--- src/rtl/tap_reduce_tree_pkg.sv ---
// rtl/tap_reduce_tree_pkg.sv - shared sizing helpers for the tap reduction tree
package tap_reduce_tree_pkg;

    localparam int DEF_WIDTH    = 32;
    localparam int DEF_NUM_TAPS = 6;

    // Number of registered adder levels needed to fold n elements into one
    function automatic int tree_levels(int n);
        return $clog2(n);
    endfunction

    // Sum width that cannot overflow when adding n signed w-bit values
    function automatic int sum_width(int w, int n);
        return w + $clog2(n);
    endfunction

    // Width able to hold a count from 0 to n inclusive
    function automatic int cnt_width(int n);
        return $clog2(n + 1);
    endfunction

    // Element count entering adder level lv (level 0 sees all n taps)
    function automatic int level_elems(int n, int lv);
        int e;
        e = n;
        for (int i = 0; i < lv; i++) begin
            e = (e + 1) / 2;
        end
        return e;
    endfunction

    // Element offset of level lv inside the flattened tree vector
    function automatic int level_offset(int n, int lv);
        int o;
        o = 0;
        for (int j = 0; j < lv; j++) begin
            o = o + level_elems(n, j);
        end
        return o;
    endfunction

    localparam int DEF_SUM_W = sum_width(DEF_WIDTH, DEF_NUM_TAPS);
    localparam int DEF_CNT_W = cnt_width(DEF_NUM_TAPS);

endpackage

--- src/rtl/tap_reduce_tree_add_level.sv ---
// rtl/tap_reduce_tree_add_level.sv - one registered pairwise adder level with odd pass-through
module add_level #(
    parameter int N_IN = 6,
    parameter int EW   = 35
) (
    input  logic                         clk,
    input  logic                         rst,
    input  logic [N_IN*EW-1:0]           i_data,
    output logic [((N_IN+1)/2)*EW-1:0]   o_data
);

    localparam int N_OUT = (N_IN + 1) / 2;

    logic [N_OUT*EW-1:0] w_next;
    logic [N_OUT*EW-1:0] r_data;

    // Add adjacent pairs; an unpaired last element is forwarded unchanged
    always_comb begin
        w_next = '0;
        for (int k = 0; k < N_IN / 2; k++) begin
            w_next[k*EW +: EW] = i_data[(2*k)*EW +: EW] + i_data[(2*k+1)*EW +: EW];
        end
        if (N_IN % 2 == 1) begin
            w_next[(N_OUT-1)*EW +: EW] = i_data[(N_IN-1)*EW +: EW];
        end
    end

    // Level register, cleared by reset
    always_ff @(posedge clk) begin
        if (!rst) begin
            r_data <= '0;
        end else begin
            r_data <= w_next;
        end
    end

    assign o_data = r_data;

endmodule

--- src/rtl/tap_reduce_tree.sv ---
// rtl/tap_reduce_tree.sv - masked signed sum of a tap window through a registered adder tree
module tap_reduce_tree
    import tap_reduce_tree_pkg::*;
#(
    parameter int width   = 32,
    parameter int numTaps = 6
) (
    input  logic                                     clk,
    input  logic                                     rst,
    input  logic [numTaps*width-1:0]                 taps,
    input  logic                                     tap0_vld,
    input  logic                                     clr,
    output logic [sum_width(width, numTaps)-1:0]     sum,
    output logic                                     sum_vld,
    output logic [cnt_width(numTaps)-1:0]            sum_cnt,
    output logic                                     sum_full
);

    localparam int LEVELS = tree_levels(numTaps);
    localparam int SW     = sum_width(width, numTaps);
    localparam int CW     = cnt_width(numTaps);
    localparam int EXT    = SW - width;
    localparam int TOTAL  = level_offset(numTaps, LEVELS + 1);

    // Only the older numTaps-1 bits are stored; tap 0 always uses tap0_vld live
    logic [numTaps-2:0]      r_vmask;
    logic [numTaps-1:0]      w_mask;
    logic [numTaps*SW-1:0]   w_ext;
    logic [CW-1:0]           w_cnt;

    logic [numTaps*SW-1:0]   r_s0_data;
    logic [CW-1:0]           r_s0_cnt;
    logic                    r_s0_full;
    logic                    r_s0_vld;

    logic [CW-1:0]           r_cnt_d [LEVELS];
    logic [LEVELS-1:0]       r_full_d;
    logic [LEVELS-1:0]       r_vld_d;

    logic [TOTAL*SW-1:0]     w_tree;

    // Mask seen by the taps this cycle; a flush invalidates the whole window
    always_comb begin
        w_mask = clr ? '0 : {r_vmask, tap0_vld};
    end

    // Valid history shifts in step with the upstream tap pipeline
    always_ff @(posedge clk) begin
        if (!rst) begin
            r_vmask <= '0;
        end else begin
            r_vmask <= w_mask[numTaps-2:0];
        end
    end

    // Sign-extend each tap to full sum width, zero masked taps, count valid ones
    always_comb begin
        w_ext = '0;
        w_cnt = '0;
        for (int i = 0; i < numTaps; i++) begin
            if (w_mask[i]) begin
                w_ext[i*SW +: SW] = {{EXT{taps[width*(i+1)-1]}}, taps[i*width +: width]};
            end
            w_cnt = w_cnt + CW'(w_mask[i]);
        end
    end

    // Stage 0 register: masked operands plus the flags that ride with them
    always_ff @(posedge clk) begin
        if (!rst) begin
            r_s0_data <= '0;
            r_s0_cnt  <= '0;
            r_s0_full <= 1'b0;
            r_s0_vld  <= 1'b0;
        end else begin
            r_s0_data <= w_ext;
            r_s0_cnt  <= w_cnt;
            r_s0_full <= &w_mask;
            r_s0_vld  <= tap0_vld & ~clr;
        end
    end

    // Flag delay line matching the adder tree depth
    always_ff @(posedge clk) begin
        if (!rst) begin
            for (int k = 0; k < LEVELS; k++) begin
                r_cnt_d[k] <= '0;
            end
            r_full_d <= '0;
            r_vld_d  <= '0;
        end else begin
            r_cnt_d[0]  <= r_s0_cnt;
            r_full_d[0] <= r_s0_full;
            r_vld_d[0]  <= r_s0_vld;
            for (int k = 1; k < LEVELS; k++) begin
                r_cnt_d[k]  <= r_cnt_d[k-1];
                r_full_d[k] <= r_full_d[k-1];
                r_vld_d[k]  <= r_vld_d[k-1];
            end
        end
    end

    // All tree levels live back to back in one flat vector, level 0 first
    assign w_tree[0 +: numTaps*SW] = r_s0_data;

    genvar lv;
    generate
        for (lv = 0; lv < LEVELS; lv++) begin : g_lvl
            localparam int NI    = level_elems(numTaps, lv);
            localparam int NO    = (NI + 1) / 2;
            localparam int OFF_I = level_offset(numTaps, lv);
            localparam int OFF_O = level_offset(numTaps, lv + 1);

            add_level #(
                .N_IN (NI),
                .EW   (SW)
            ) u_add (
                .clk    (clk),
                .rst    (rst),
                .i_data (w_tree[OFF_I*SW +: NI*SW]),
                .o_data (w_tree[OFF_O*SW +: NO*SW])
            );
        end
    endgenerate

    assign sum      = w_tree[(TOTAL-1)*SW +: SW];
    assign sum_cnt  = r_cnt_d[LEVELS-1];
    assign sum_full = r_full_d[LEVELS-1];
    assign sum_vld  = r_vld_d[LEVELS-1];

endmodule
--- config.mk ---
export PLATFORM = sky130hd
export DESIGN_NAME = tap_reduce_tree
export DESIGN_NICKNAME = d
export VERILOG_FILES = /design/src/rtl/tap_reduce_tree_pkg.sv /design/src/rtl/tap_reduce_tree_add_level.sv /design/src/rtl/tap_reduce_tree.sv
export SDC_FILE = /design/constraint.sdc
export NUM_CORES = 1
export LEC_CHECK = 0
export BUFFER_PORTS_ARGS = -buffer_cell sky130_fd_sc_hd__buf_4
export CAP_MARGIN = 20
export CORE_AREA = 8 8 200 202
export DETAILED_ROUTE_END_ITERATION = 10
export DIE_AREA = 0 0 208 210
export PLACE_DENSITY = 0.82
export SYNTH_ARGS = -nofsm -noshare
export SYNTH_HDL_FRONTEND = slang
export SYNTH_SLANG_ARGS = --single-unit
--- constraint.sdc ---
create_clock -name clk -period 3.6 [get_ports clk]
set_input_delay 0.72 -clock clk [delete_from_list [all_inputs] [get_ports clk]]
set_output_delay 0.72 -clock clk [all_outputs]
set_load 0.1 [all_outputs]
* After elaboration in Yosys (flattened, before gate mapping)
Memory sizes are Yosys's and may differ from the RTL's.
Cells that the tools add are included.
** Word-level totals
- Register bits after elaboration :: 418
- Bits in writable memories :: 9
- Input bits :: 196
- Output and inout port bits :: 40
- Word-level logic and storage cells :: 44
- Memories :: 1
** Memories
- r_cnt_d :: depth 3, bits a word 3, rd ports 3, clocked after Yosys merged registers in 0, write ports 3, line tap_reduce_tree.sv:36 : logic [CW-1:0] r_cnt_d [LEVELS];
** Operators by class
- Add/subtract/negate cells :: 10
- Mux-type cells :: 6
- Bitwise logic cells :: 5
- Reduce and logical (&&, ||, !) cells :: 7
** Operators with widths (count)
- adder 32 x 32 -> 33 bit :: 3
- adder 35 bit :: 2
- AND reduction 2 bit :: 6
- adder 3 x 1 -> 3 bit :: 3
- 2-to-1 mux 3 bit :: 3
- 2-to-1 mux 6 bit :: 1
- AND reduction 6 bit :: 1
- adder 2 x 1 -> 3 bit :: 1
- bitwise OR 1 bit :: 3
- adder 1 x 1 -> 2 bit :: 1
- 2-to-1 mux 1 bit :: 2
- bitwise AND 1 bit :: 1
- NOT 1 bit :: 1

* Logic depth before layout (Yosys ltp)
Gate-level depths: netlist of run 1.
- Depth in word-level cells :: 6
- Gate-level depth with buffers :: 13
- Gate-level depth less buffers :: 13

* Hierarchy
From an unflattened synthesis of run 1, not the netlist that was laid out.
** Unflattened totals
- Cells, all modules :: 2301
- Area total of the unflattened synthesis :: 21091.5 µm²
** By module, submodules not included
- add_level at g_lvl[0].u_add :: instances 1, cells each 1011, area an instance 8096.5 µm², seq. area each 2102.0 µm²
- tap_reduce_tree :: instances 1, cells each 472, area an instance 6222.2 µm², seq. area each 4324.1 µm²
- add_level at g_lvl[1].u_add :: instances 1, cells each 422, area an instance 3699.8 µm², seq. area each 1401.3 µm²
- add_level at g_lvl[2].u_add :: instances 1, cells each 396, area an instance 3072.9 µm², seq. area each 700.7 µm²

* Worst setup path before layout of run 1
Ideal clock, no wire load.
- Path type :: input -> register
- From :: input port tap0_vld
- To :: register r_s0_cnt[1]
- Setup time :: 0.115 ns
- Arrival time :: 3.032 ns
- Required time :: 3.485 ns
- Slack :: 0.453 ns
- Cell stages on the path :: 9
- Path buffers :: 1
- Cells stage by stage :: nor2b_1 -> clkbuf_1 -> inv_1 -> fa_1 -> fa_1 -> inv_1 -> ha_1 -> fa_1 -> and2_1
** Between the ends
- Word-level cells in the longest chain between the ends :: 6
** RTL lines
- start: declaration :: line tap_reduce_tree.sv:11 : input logic tap0_vld,
- 2-to-1 mux 6 bit :: line tap_reduce_tree.sv:44 : w_mask = clr ? '0 : {r_vmask, tap0_vld};
- named net w_mask[0] :: line tap_reduce_tree.sv:27 : logic [numTaps-1:0] w_mask;
- adder 1 x 1 -> 2 bit :: line tap_reduce_tree.sv:64 : w_cnt = w_cnt + CW'(w_mask[i]);
- adder 2 x 1 -> 3 bit :: line tap_reduce_tree.sv:64
- adder 3 x 1 -> 3 bit (3 in series) :: line tap_reduce_tree.sv:64
- named net w_cnt[1] :: line tap_reduce_tree.sv:29 : logic [CW-1:0] w_cnt;
- end signal: assignment :: line tap_reduce_tree.sv:77 : r_s0_cnt <= w_cnt;
- end: declaration :: line tap_reduce_tree.sv:32 : logic [CW-1:0] r_s0_cnt;
The timed path passes the listed nets, and every way through them passes these cells.
A chain may end at the register's enable or synchronous reset.

* Final worst setup path of run 1
- From :: register r_s0_data[140]
- To :: register g_lvl[0].u_add.r_data[96]
** Between the ends
- Word-level cells in the longest chain between the ends :: 1
** RTL lines
- start: declaration :: line tap_reduce_tree.sv:31 : logic [numTaps*SW-1:0] r_s0_data;
- start signal: assignment :: line tap_reduce_tree.sv:76 : r_s0_data <= w_ext;
- adder 32 x 32 -> 33 bit :: line tap_reduce_tree_add_level.sv:21 : w_next[k*EW +: EW] = i_data[(2*k)*EW +: EW] + i_data[(2*k+1)*EW +: EW];
- end signal: assignment :: line tap_reduce_tree_add_level.sv:33 : r_data <= w_next;
- end: declaration :: line tap_reduce_tree_add_level.sv:15 : logic [N_OUT*EW-1:0] r_data;
Every way passes these cells.

==> impl_metrics.json, run 1 <==
{
  "p_sw_mw": 2.11,
  "grt_pass1_wl_microns": 75400,
  "slowest_stage": "fa_1",
  "yosys.area.top_type": "dfxtp_1",
  "syn-num-nets": 2418,
  "grt_pass1_vias": 15300,
  "place.gp.congestion": 0.920,
  "worstPathBufferInverterCount": 0,
  "place_area_sq_um": 21300,
  "final_util": 0.619,
  "antenna_found_initial": 0,
  "place.port_buffers": 235,
  "initial_core_util": 0.518,
  "crit_path_max_fanout": 5,
  "rsz0062_at_grt": "no",
  "synth.area.top_cells": "dfxtp_1 44%, ha_1 11%, and2_1 5.7%, nor2_1 3.9%, a21o_1 3.8%",
  "p_sw_frac": 0.212,
  "rows": 71,
  "grt-ovfl-total": 0,
  "yosys.area.top_type_share": 0.437,
  "timing.hold.ws_ns": 0.350,
  "dr.pass1.iters": 5,
  "arrival_ns": 3.60,
  "dieHeight_microns": 210,
  "max_stage_delay_ns": 0.42,
  "ys_async_sr_fraction": 0,
  "cts_tree": "yes",
  "final_antenna_net_count": 0,
  "coreArea_sq_um": 37000,
  "total_leakage_power_nw": 11.1,
  "seq_area_frac_synth": 0.437,
  "synth-edff-count": 0,
  "crit_top_cell": "a21o_1",
  "crit_type": "register to register",
  "drc": 0,
  "post_drt_wl_per_cell_microns": 17.0,
  "cts_resized": 0,
  "fin_crit_ns": 3.19,
  "syn_to_final_growth_pct": 19.4,
  "p_per_area_nw_per_um2": 435,
  "fmax_ghz": 0.314,
  "viasPerCell": 5.49,
  "endpoint_kind": "register",
  "layout-drive-gt1-share": 0.154,
  "die_area_sq_um": 43700,
  "cts.clk_slew.worst_paths_ns": 0.06,
  "cp-start-kind": "register",
  "clkPwrFrac": 0.490,
  "hold_viol": 0,
  "io_pins": 236,
  "drv_cap": 0,
  "period_share": 0.885,
  "p_comb_frac": 0.039,
  "holdBufCountCts": 0,
  "fp.dieW_microns": 208,
  "critical_path.cell_chain": "ha_1, fa_1, a21o_1, a21o_1, a2111oi_4, o31ai_1, o21a_2, a41oi_4, o21bai_1, a21oi_2, xor2_1, nor2_1",
  "synth_warnings": 0,
  "drt-initial-drc-count": 947,
  "grt_usage": 0.208,
  "cts_buffers": 44,
  "clockRootBuffer": "clkbuf_16",
  "cp.required_ns": 4.02,
  "synth_cells": 2049,
  "final_nets": 2620,
  "via_count": 15200,
  "grt_max_degree": 86,
  "dp_hpwl_microns": 36500,
  "avgSynthCellArea_sq_um": 9.34,
  "seqPwrFrac": 0.471,
  "hold_path_class": "input pin to register",
  "netlist_area_sq_um": 19100,
  "clock-sinks": 418,
  "clk_latency_ns": 0.57,
  "setup_viol": 0,
  "clock_path_buffers": 3,
  "cp_top_family": "compound AO/OA/AOI/OAI gates",
  "slew_headroom": 0.403,
  "status": "completed",
  "cts_max_level": 2,
  "vdd_drop_max_mv": 0.270,
  "postLayoutCellArea_sq_um": 22900,
  "internal_power_mw": 7.83,
  "tightest_slew_ns": 0.895,
  "synth-seq-cells": 418,
  "synth_ff_type": "dfxtp_1",
  "synthDistinctLibCells": 76,
  "totalWireLength_microns": 47000,
  "postCtsSetupBuffers": 0,
  "tns_ns": 0,
  "fin_worst_skew_ns": 0.0160,
  "insertedDiodeCount": 0,
  "drv_slew": 0
}
cells in the mapped netlist (all sizes together) (3+ instances only):
master,n
a2111oi,6
a211oi,11
a21boi,4
a21o,97
a21oi,143
a221o,4
a31o,6
a31oi,18
a41o,3
a41oi,6
and2,174
and3,109
buf,5
clkbuf,84
dfxtp,418
fa,8
ha,165
inv,36
nand2,98
nand2b,21
nand3,26
nand4,30
nor2,200
nor2b,17
nor3,34
nor3b,6
nor4,3
o211ai,6
o21a,15
o21ai,77
o21bai,23
o221ai,4
o22ai,4
o31a,3
o31ai,12
o41ai,3
or2,3
or3,7
xnor2,67
xor2,64
per-stage QoR:
stage          total power [mW]  setup slack (ns)  cells
6_report                   9.94             0.415   2761
5_1_grt                    10.3             0.167   2761
4_1_cts                    10.0             0.437   2761
3_5_place_dp               5.17             0.482   2679
3_3_place_gp               5.17             0.577   2679
2_1_floorplan              4.96             0.453   2049
final timing paths:
check                      start                   endpoint  slack (ns)  depth (start not counted)
setup / recovery  r_s0_data[140]  g_lvl[0].u_add.o_data[96]        0.41                         12
hold / removal         taps[108]             r_s0_data[117]        0.35                          2
setup reg to reg  r_s0_data[140]  g_lvl[0].u_add.o_data[96]        0.41                         12
hold reg to reg       r_vld_d[0]                 r_vld_d[1]        0.43                          1
logic make-up (layout without fill, tap and decap cells):
logic type,Yosys count,count (layout),share of synthesized area
AOI/OAI and AO/OA,459,459,0.159
buffers and inverters,126,364,0.0253
adders and majority gates,173,173,0.116
DFF,418,418,0.437
and+or+nand+nor,740,740,0.201
muxes,2,2,0.00105
xor gates and xnor gates,131,131,0.0599
sequential cells by signal, summed over array words and instances (netlist names):
| register | count |
|---|---|
| r_vmask | 5 |
| r_full_d | 3 |
| r_vld_d | 3 |
| g_lvl.u_add.o_data | 202 |
| r_s0_data | 192 |
| r_s0_cnt | 3 |
| r_s0_full | 1 |
| r_cnt_d | 9 |
metal layers:
metal,GRT usage,part of all wire,up-vias
li1,-,-,7561
met1,0.245,0.42,7090
met4,0.0727,0.030,0
met5,0,0,-
met2,0.376,0.50,417
met3,0.0368,0.048,101
cell usage in the layout, fill, tap and decap left out, drive strengths merged, types with 8 or more instances in the layout:
master,instances
a211oi,11
a21o,97
a21oi,143
a31oi,18
and2,174
and3,109
buf,245
clkbuf,53
clkinv,14
dfxtp,418
fa,8
ha,165
inv,42
nand2,98
nand2b,21
nand3,26
nand4,30
nor2,200
nor2b,17
nor3,34
o21a,15
o21ai,77
o21bai,23
o31ai,12
xnor2,67
xor2,64
power groups by stage:
stage	registers, mW	logic, mW	clock network (mW)
6_report	4.68	0.393	4.87
4_1_cts	4.68	0.394	4.97
5_1_grt	4.68	0.427	5.18
3_5_place_dp	4.78	0.391	0
3_3_place_gp	4.78	0.385	0
2_1_floorplan	4.80	0.154	0
layout make-up:
cell class | instances | area (sq um)
repair buffers | 245 | 1850
multi-input cells | 1505 | 10300
clock buffers | 53 | 1230
clock inverters | 29 | 377
well taps | 474 | 593
flip-flops and latches | 418 | 8370
inverters | 37 | 141
fillers | 3065 | 14100
Note: power is estimated with default switching activity, not from simulation.
==> inputs of run 2 (changes only) <==
--- a/config.mk
+++ b/config.mk
@@ -10,7 +10,7 @@
 export CORE_AREA = 8 8 200 202
 export DETAILED_ROUTE_END_ITERATION = 10
 export DIE_AREA = 0 0 208 210
-export PLACE_DENSITY = 0.82
+export PLACE_DENSITY = 0.85
 export SYNTH_ARGS = -nofsm -noshare
 export SYNTH_HDL_FRONTEND = slang
 export SYNTH_SLANG_ARGS = --single-unit
==> constraint.sdc (replaced) <==
create_clock -name clk -period 2.9 [get_ports clk]
set_input_delay 0.58 -clock clk [delete_from_list [all_inputs] [get_ports clk]]
set_output_delay 0.58 -clock clk [all_outputs]
set_load 0.1 [all_outputs]
==> run 2 against run 1 <==
Against the previous run:
- sequential power rose by 24%
- power up 22%
- non-clock buffer count is 46 higher
- first-iteration DRC count up 6.9%
- clock-buffer cell count grew 3
- global-route usage grew 0.25 points
- worst hold slack got worse by 0.13 ns
- register-to-register slack got worse by 0.37 ns
- sequential share of layout area shrank 0.88 points
- clock skew up 0.0019 ns
- cell count is 1.4% higher
==> impl_metrics.json, run 2 (synthesized netlist as in run 1, its figures left out) <==
{
  "drt-initial-drc-count": 1012,
  "cts.clk_slew.worst_paths_ns": 0.06,
  "dp_hpwl_microns": 36500,
  "hold_path_class": "input pin to register",
  "cts_buffers": 41,
  "final_antenna_net_count": 0,
  "drc": 0,
  "dieHeight_microns": 210,
  "post_drt_wl_per_cell_microns": 17.3,
  "place.port_buffers": 235,
  "hold-path-endpoint": "r_s0_data[199]",
  "cp-start-kind": "register",
  "crit_type": "register to register",
  "clock_path_buffers": 3,
  "fin_worst_skew_ns": 0.0179,
  "r2r-end": "g_lvl[0].u_add.o_data[96]",
  "tightest_slew_ns": 0.464,
  "drv_slew": 0,
  "mostFrequentLayoutCells": "415 x dfxtp_1, 289 x buf_4, 200 x nor2_1",
  "total_leakage_power_nw": 11.3,
  "clk_latency_ns": 0.56,
  "timing.rr.start": "r_s0_data[175]",
  "antenna_found_initial": 2,
  "period_share": 0.986,
  "fillers": 2897,
  "coreArea_sq_um": 37000,
  "p_per_area_nw_per_um2": 519,
  "cts_tree": "yes",
  "clockRootBuffer": "clkbuf_16",
  "layout-drive-gt1-share": 0.188,
  "grt_pass1_vias": 15600,
  "grt_pass1_wl_microns": 76300,
  "fin_crit_ns": 2.86,
  "ff_latch_area_sq_um": 8370,
  "viasPerCell": 5.50,
  "grt_max_degree": 105,
  "cts_max_level": 2,
  "drv_cap": 0,
  "rsz0062_at_grt": "yes",
  "min_from": "taps[184]",
  "clock-sinks": 418,
  "largest_reg_flops": 202,
  "slew_headroom": 0.688,
  "ff2ff_path_depth": 12,
  "rows": 71,
  "initial_core_util": 0.518,
  "fmax_ghz": 0.350,
  "hold_depth": 2,
  "status": "completed",
  "crit_path_max_fanout": 5,
  "cp.required_ns": 3.34,
  "mostFrequentLayoutCell": "dfxtp_1",
  "vdd_drop_max_mv": 0.390,
  "via_count": 15400,
  "grt_usage": 0.210,
  "syn_to_final_growth_pct": 22.4,
  "r2r_slack_ns": 0.04,
  "totalWireLength_microns": 48500,
  "dr.pass1.iters": 5,
  "grt-ovfl-total": 0,
  "final_nets": 2663,
  "die_area_sq_um": 43700,
  "endpoint_kind": "register",
  "arrival_ns": 3.30,
  "multi_input_area_sq_um": 10600,
  "place.gp.congestion": 0.921,
  "total_power_mw": 12.2,
  "tns_ns": 0,
  "setup_viol": 0,
  "fp.dieW_microns": 208,
  "hold_viol": 0,
  "io_pins": 236
}
-- run 2: changes by cell type in the layout (fill, tap and decap cells not counted), moves of 5 or more --
cell / before / now
a21oi_1: 140 / 131
o31ai_1: 10 / 3
a21oi_2: 3 / 12
buf_4: 244 / 289
o31ai_2: 1 / 6
-- run 2: timing repair --
action | in CTS | in global routing
gates resized for setup | 13 | 46
hold buffers | 0 | 0
endpoints found under the setup margin | 9 | 47
pin swaps | 13 | 31
setup buffers | 6 | 5
cloned | 0 | 0
-- run 2: how the worst max path moves through the flow --
stage | end | from | depth (start not counted)
CTS | g_lvl[1].u_add.o_data[32] | g_lvl[0].u_add.o_data[7] | 10
finish | g_lvl[0].u_add.o_data[96] | r_s0_data[175] | 12
floorplan | g_lvl[0].u_add.o_data[92] | r_s0_data[140] | 11
detailed placement | g_lvl[0].u_add.o_data[100] | r_s0_data[140] | 12
global placement | g_lvl[0].u_add.o_data[92] | r_s0_data[140] | 11
global route | g_lvl[1].u_add.o_data[30] | g_lvl[0].u_add.o_data[7] | 11
-- run 2: power by group --
group          internal [mW]  leakage (nW)  switching (mW)
Sequential              5.79          3.37          0.0210
Clock                   3.65         0.749            2.20
Combinational          0.253          7.16           0.244
-- run 2: worst max-delay path: stages, from the launching register on --
cell and delay, ns:
dfxtp_2 0.33, ha_4 0.16, fa_2 0.36, a21o_1 0.17, a21o_1 0.19, a2111oi_4 0.39, o31ai_2 0.14, o21a_2 0.29
a41oi_4 0.27, o21bai_1 0.12, a21oi_2 0.13, xor2_1 0.15, nor2_1 0.06
-- run 2: layout make-up --
| cell class | instances | area share |
|---|---|---|
| diodes | 1 | 0.000107 |
| clock buffers | 56 | 0.0518 |
| clock inverters | 18 | 0.0128 |
| inverters | 37 | 0.00603 |
| multi-input cells | 1505 | 0.453 |
| flip-flops and latches | 418 | 0.357 |
| well taps | 474 | 0.0253 |
| repair buffers | 291 | 0.0939 |
-- run 2: stage by stage --
stage / area [sq um] / hold WS (ns) / setup WS (ns) / utilization / std cells
finish: 23400 / 0.221 / 0.0418 / 0.634 / 2800
global route: 23400 / 0.209 / -0.0793 / 0.634 / 2799
CTS: 23100 / 0.194 / 0.00607 / 0.626 / 2794
detailed placement: 21500 / 0.417 / -0.105 / 0.582 / 2714
global placement: 21500 / 0.418 / -0.0117 / 0.582 / 2714
floorplan: 19100 / 0.412 / 0.0311 / - / 2049
-- run 2: metal layers --
| layer | wire length, microns | GRT usage |
|---|---|---|
| met3 | 2490 | 0.0380 |
| met5 | 0 | 0 |
| met2 | 24100 | 0.378 |
| met4 | 1430 | 0.0822 |
| met1 | 20400 | 0.247 |
==> inputs of run 3 (changes only) <==
--- a/config.mk
+++ b/config.mk
@@ -11,6 +11,7 @@
 export DETAILED_ROUTE_END_ITERATION = 10
 export DIE_AREA = 0 0 208 210
 export PLACE_DENSITY = 0.85
+export RECOVER_POWER = 100
 export SYNTH_ARGS = -nofsm -noshare
 export SYNTH_HDL_FRONTEND = slang
 export SYNTH_SLANG_ARGS = --single-unit
==> run 3 against run 2 <==
Against the previous run:
- via count is 0.13% higher
- first-iteration DRC count is 2.4% higher
- cell area is 0.15% lower
- combinational power hardly changed
- wire length is 0.17% higher
- clock skew is 0.00072 ns higher
- clock-buffer cell count stayed put
- global-route usage stayed put
- cell count stayed put
- setup slack worse by 0.0036 ns
- critical path depth stayed put
- maximum frequency is 0.13% lower
- critical path type unchanged
- critical endpoint unchanged
- largest power group unchanged
==> impl_metrics.json, run 3 (synthesized netlist as in run 1, its figures left out) <==
{
  "status": "completed",
  "cts_max_level": 2,
  "viasPerCell": 5.50,
  "p_comb_frac": 0.041,
  "layout-drive-gt1-share": 0.183,
  "period_share": 0.987,
  "mostFrequentLayoutCell": "dfxtp_1",
  "r2r_slack_ns": 0.04,
  "rsz0062_at_grt": "yes",
  "mostFrequentLayoutCells": "415 x dfxtp_1, 281 x buf_4, 200 x nor2_1",
  "internal_power_mw": 9.69,
  "fillers": 2908,
  "syn_to_final_growth_pct": 22.2,
  "cts.clk_slew.worst_paths_ns": 0.06,
  "cts_tree": "yes",
  "clk_latency_ns": 0.56,
  "dieHeight_microns": 210,
  "r2r-end": "g_lvl[0].u_add.o_data[96]",
  "initial_core_util": 0.518,
  "clkPwrFrac": 0.482,
  "largest_reg_flops": 202,
  "postLayoutCellArea_sq_um": 23400,
  "timing.rr.start": "r_s0_data[175]",
  "fp.dieW_microns": 208,
  "final-instance-count-excl-fill": 2800,
  "total_power_mw": 12.2,
  "clockRootBuffer": "clkbuf_16",
  "ff2ff_path_depth": 12,
  "ff_latch_area_sq_um": 8370,
  "multi_input_area_sq_um": 10600,
  "crit_type": "register to register",
  "cp-start-kind": "register",
  "hold_path_class": "input pin to register",
  "drc": 0,
  "grt_pass1_vias": 15600,
  "slew_headroom": 0.0453,
  "final_util": 0.633,
  "drv_cap": 0,
  "setup_viol": 0,
  "drv_slew": 0,
  "grt-ovfl-total": 0,
  "endpoint_kind": "register",
  "hold-path-endpoint": "r_s0_data[201]",
  "cp.required_ns": 3.34,
  "fin_worst_skew_ns": 0.0186,
  "final_nets": 2663,
  "clock_path_buffers": 3,
  "clock-sinks": 418,
  "totalWireLength_microns": 48600,
  "die_area_sq_um": 43700,
  "seqPwrFrac": 0.478,
  "rows": 71,
  "via_count": 15400,
  "place_area_sq_um": 21500,
  "dp_hpwl_microns": 36500,
  "drt-initial-drc-count": 1036,
  "antenna_found_initial": 2,
  "grt_max_degree": 105,
  "final_antenna_net_count": 0,
  "io_pins": 236,
  "fmax_ghz": 0.349,
  "place.gp.congestion": 0.921,
  "arrival_ns": 3.30,
  "total_leakage_power_nw": 11.2,
  "hold_viol": 0,
  "cts_buffers": 41,
  "min_from": "taps[186]",
  "p_sw_frac": 0.203,
  "dr.pass1.iters": 7,
  "crit_path_max_fanout": 5,
  "hold_depth": 2,
  "grt_pass1_wl_microns": 76300,
  "coreArea_sq_um": 37000,
  "place.port_buffers": 235,
  "p_sw_mw": 2.47,
  "tns_ns": 0,
  "p_per_area_nw_per_um2": 520,
  "fin_crit_ns": 2.86,
  "tightest_slew_ns": 1.43,
  "vdd_drop_max_mv": 0.390,
  "holdBufCountCts": 0,
  "grt_usage": 0.210,
  "post_drt_wl_per_cell_microns": 17.3,
  "placed_cells_incl_taps": 2714
}
[run 3: changes by cell type in the layout (fill, tap and decap cells not counted)]
cell      delta
and2_1      -81
buf_4        -8
and2_0      +81
nor2b_2      -2
nor2b_1      +2
clkbuf_1     +8
[run 3: per-layer routing]
layer	track usage	wire length, microns	part of all wire
met1	0.247	20500	0.42
met2	0.378	24100	0.50
met3	0.0380	2450	0.050
met4	0.0822	1480	0.031
met5	0	0	0
[run 3: worst max path at each step]
stage,from,end,slack (ns),cells after the start
6_report,r_s0_data[175],g_lvl[0].u_add.o_data[96],0.04,12
5_1_grt,g_lvl[0].u_add.o_data[7],g_lvl[1].u_add.o_data[30],-0.08,11
4_1_cts,g_lvl[0].u_add.o_data[7],g_lvl[1].u_add.o_data[32],0.006,10
3_5_place_dp,r_s0_data[140],g_lvl[0].u_add.o_data[100],-0.11,12
3_3_place_gp,r_s0_data[140],g_lvl[0].u_add.o_data[92],-0.01,11
2_1_floorplan,r_s0_data[140],g_lvl[0].u_add.o_data[92],0.03,11
[run 3: timing repair]
item,4_1_cts,5_1_grt
pin swaps,13,31
setup buffers,6,5
gates resized for setup,13,46
setup endpoints to repair,9,47
cloned,0,0
[run 3: cell type report]
class | instances | area share
sequential | 418 | 0.358
clock inverter | 18 | 0.0128
inverter | 37 | 0.00604
multi-input combinational | 1505 | 0.453
clock buffer | 56 | 0.0519
timing repair buffer | 291 | 0.0928
tap | 474 | 0.0253
antenna | 1 | 0.000107
[run 3: worst max-delay path: stages, from the launching register on]
cell,delay [ns]
dfxtp_2,0.33
ha_4,0.16
fa_2,0.36
a21o_1,0.17
a21o_1,0.19
a2111oi_4,0.39
o31ai_2,0.14
o21a_2,0.29
a41oi_4,0.27
o21bai_1,0.12
a21oi_2,0.13
xor2_1,0.15
nor2_1,0.06
[run 3: power by group through the flow]
stage	clock network, mW	registers [mW]	logic, mW
finish	5.86	5.81	0.495
global route	6.21	5.81	0.536
CTS	5.96	5.81	0.494
detailed placement	0	5.94	0.491
global placement	0	5.94	0.480
floorplan	0	5.96	0.192
[run 3: stage by stage]
step	worst slack, ns	hold WS, ns
2_1_floorplan	0.0311	0.412
3_3_place_gp	-0.0117	0.418
3_5_place_dp	-0.105	0.417
4_1_cts	0.00607	0.194
5_1_grt	-0.0793	0.209
6_report	0.0382	0.223
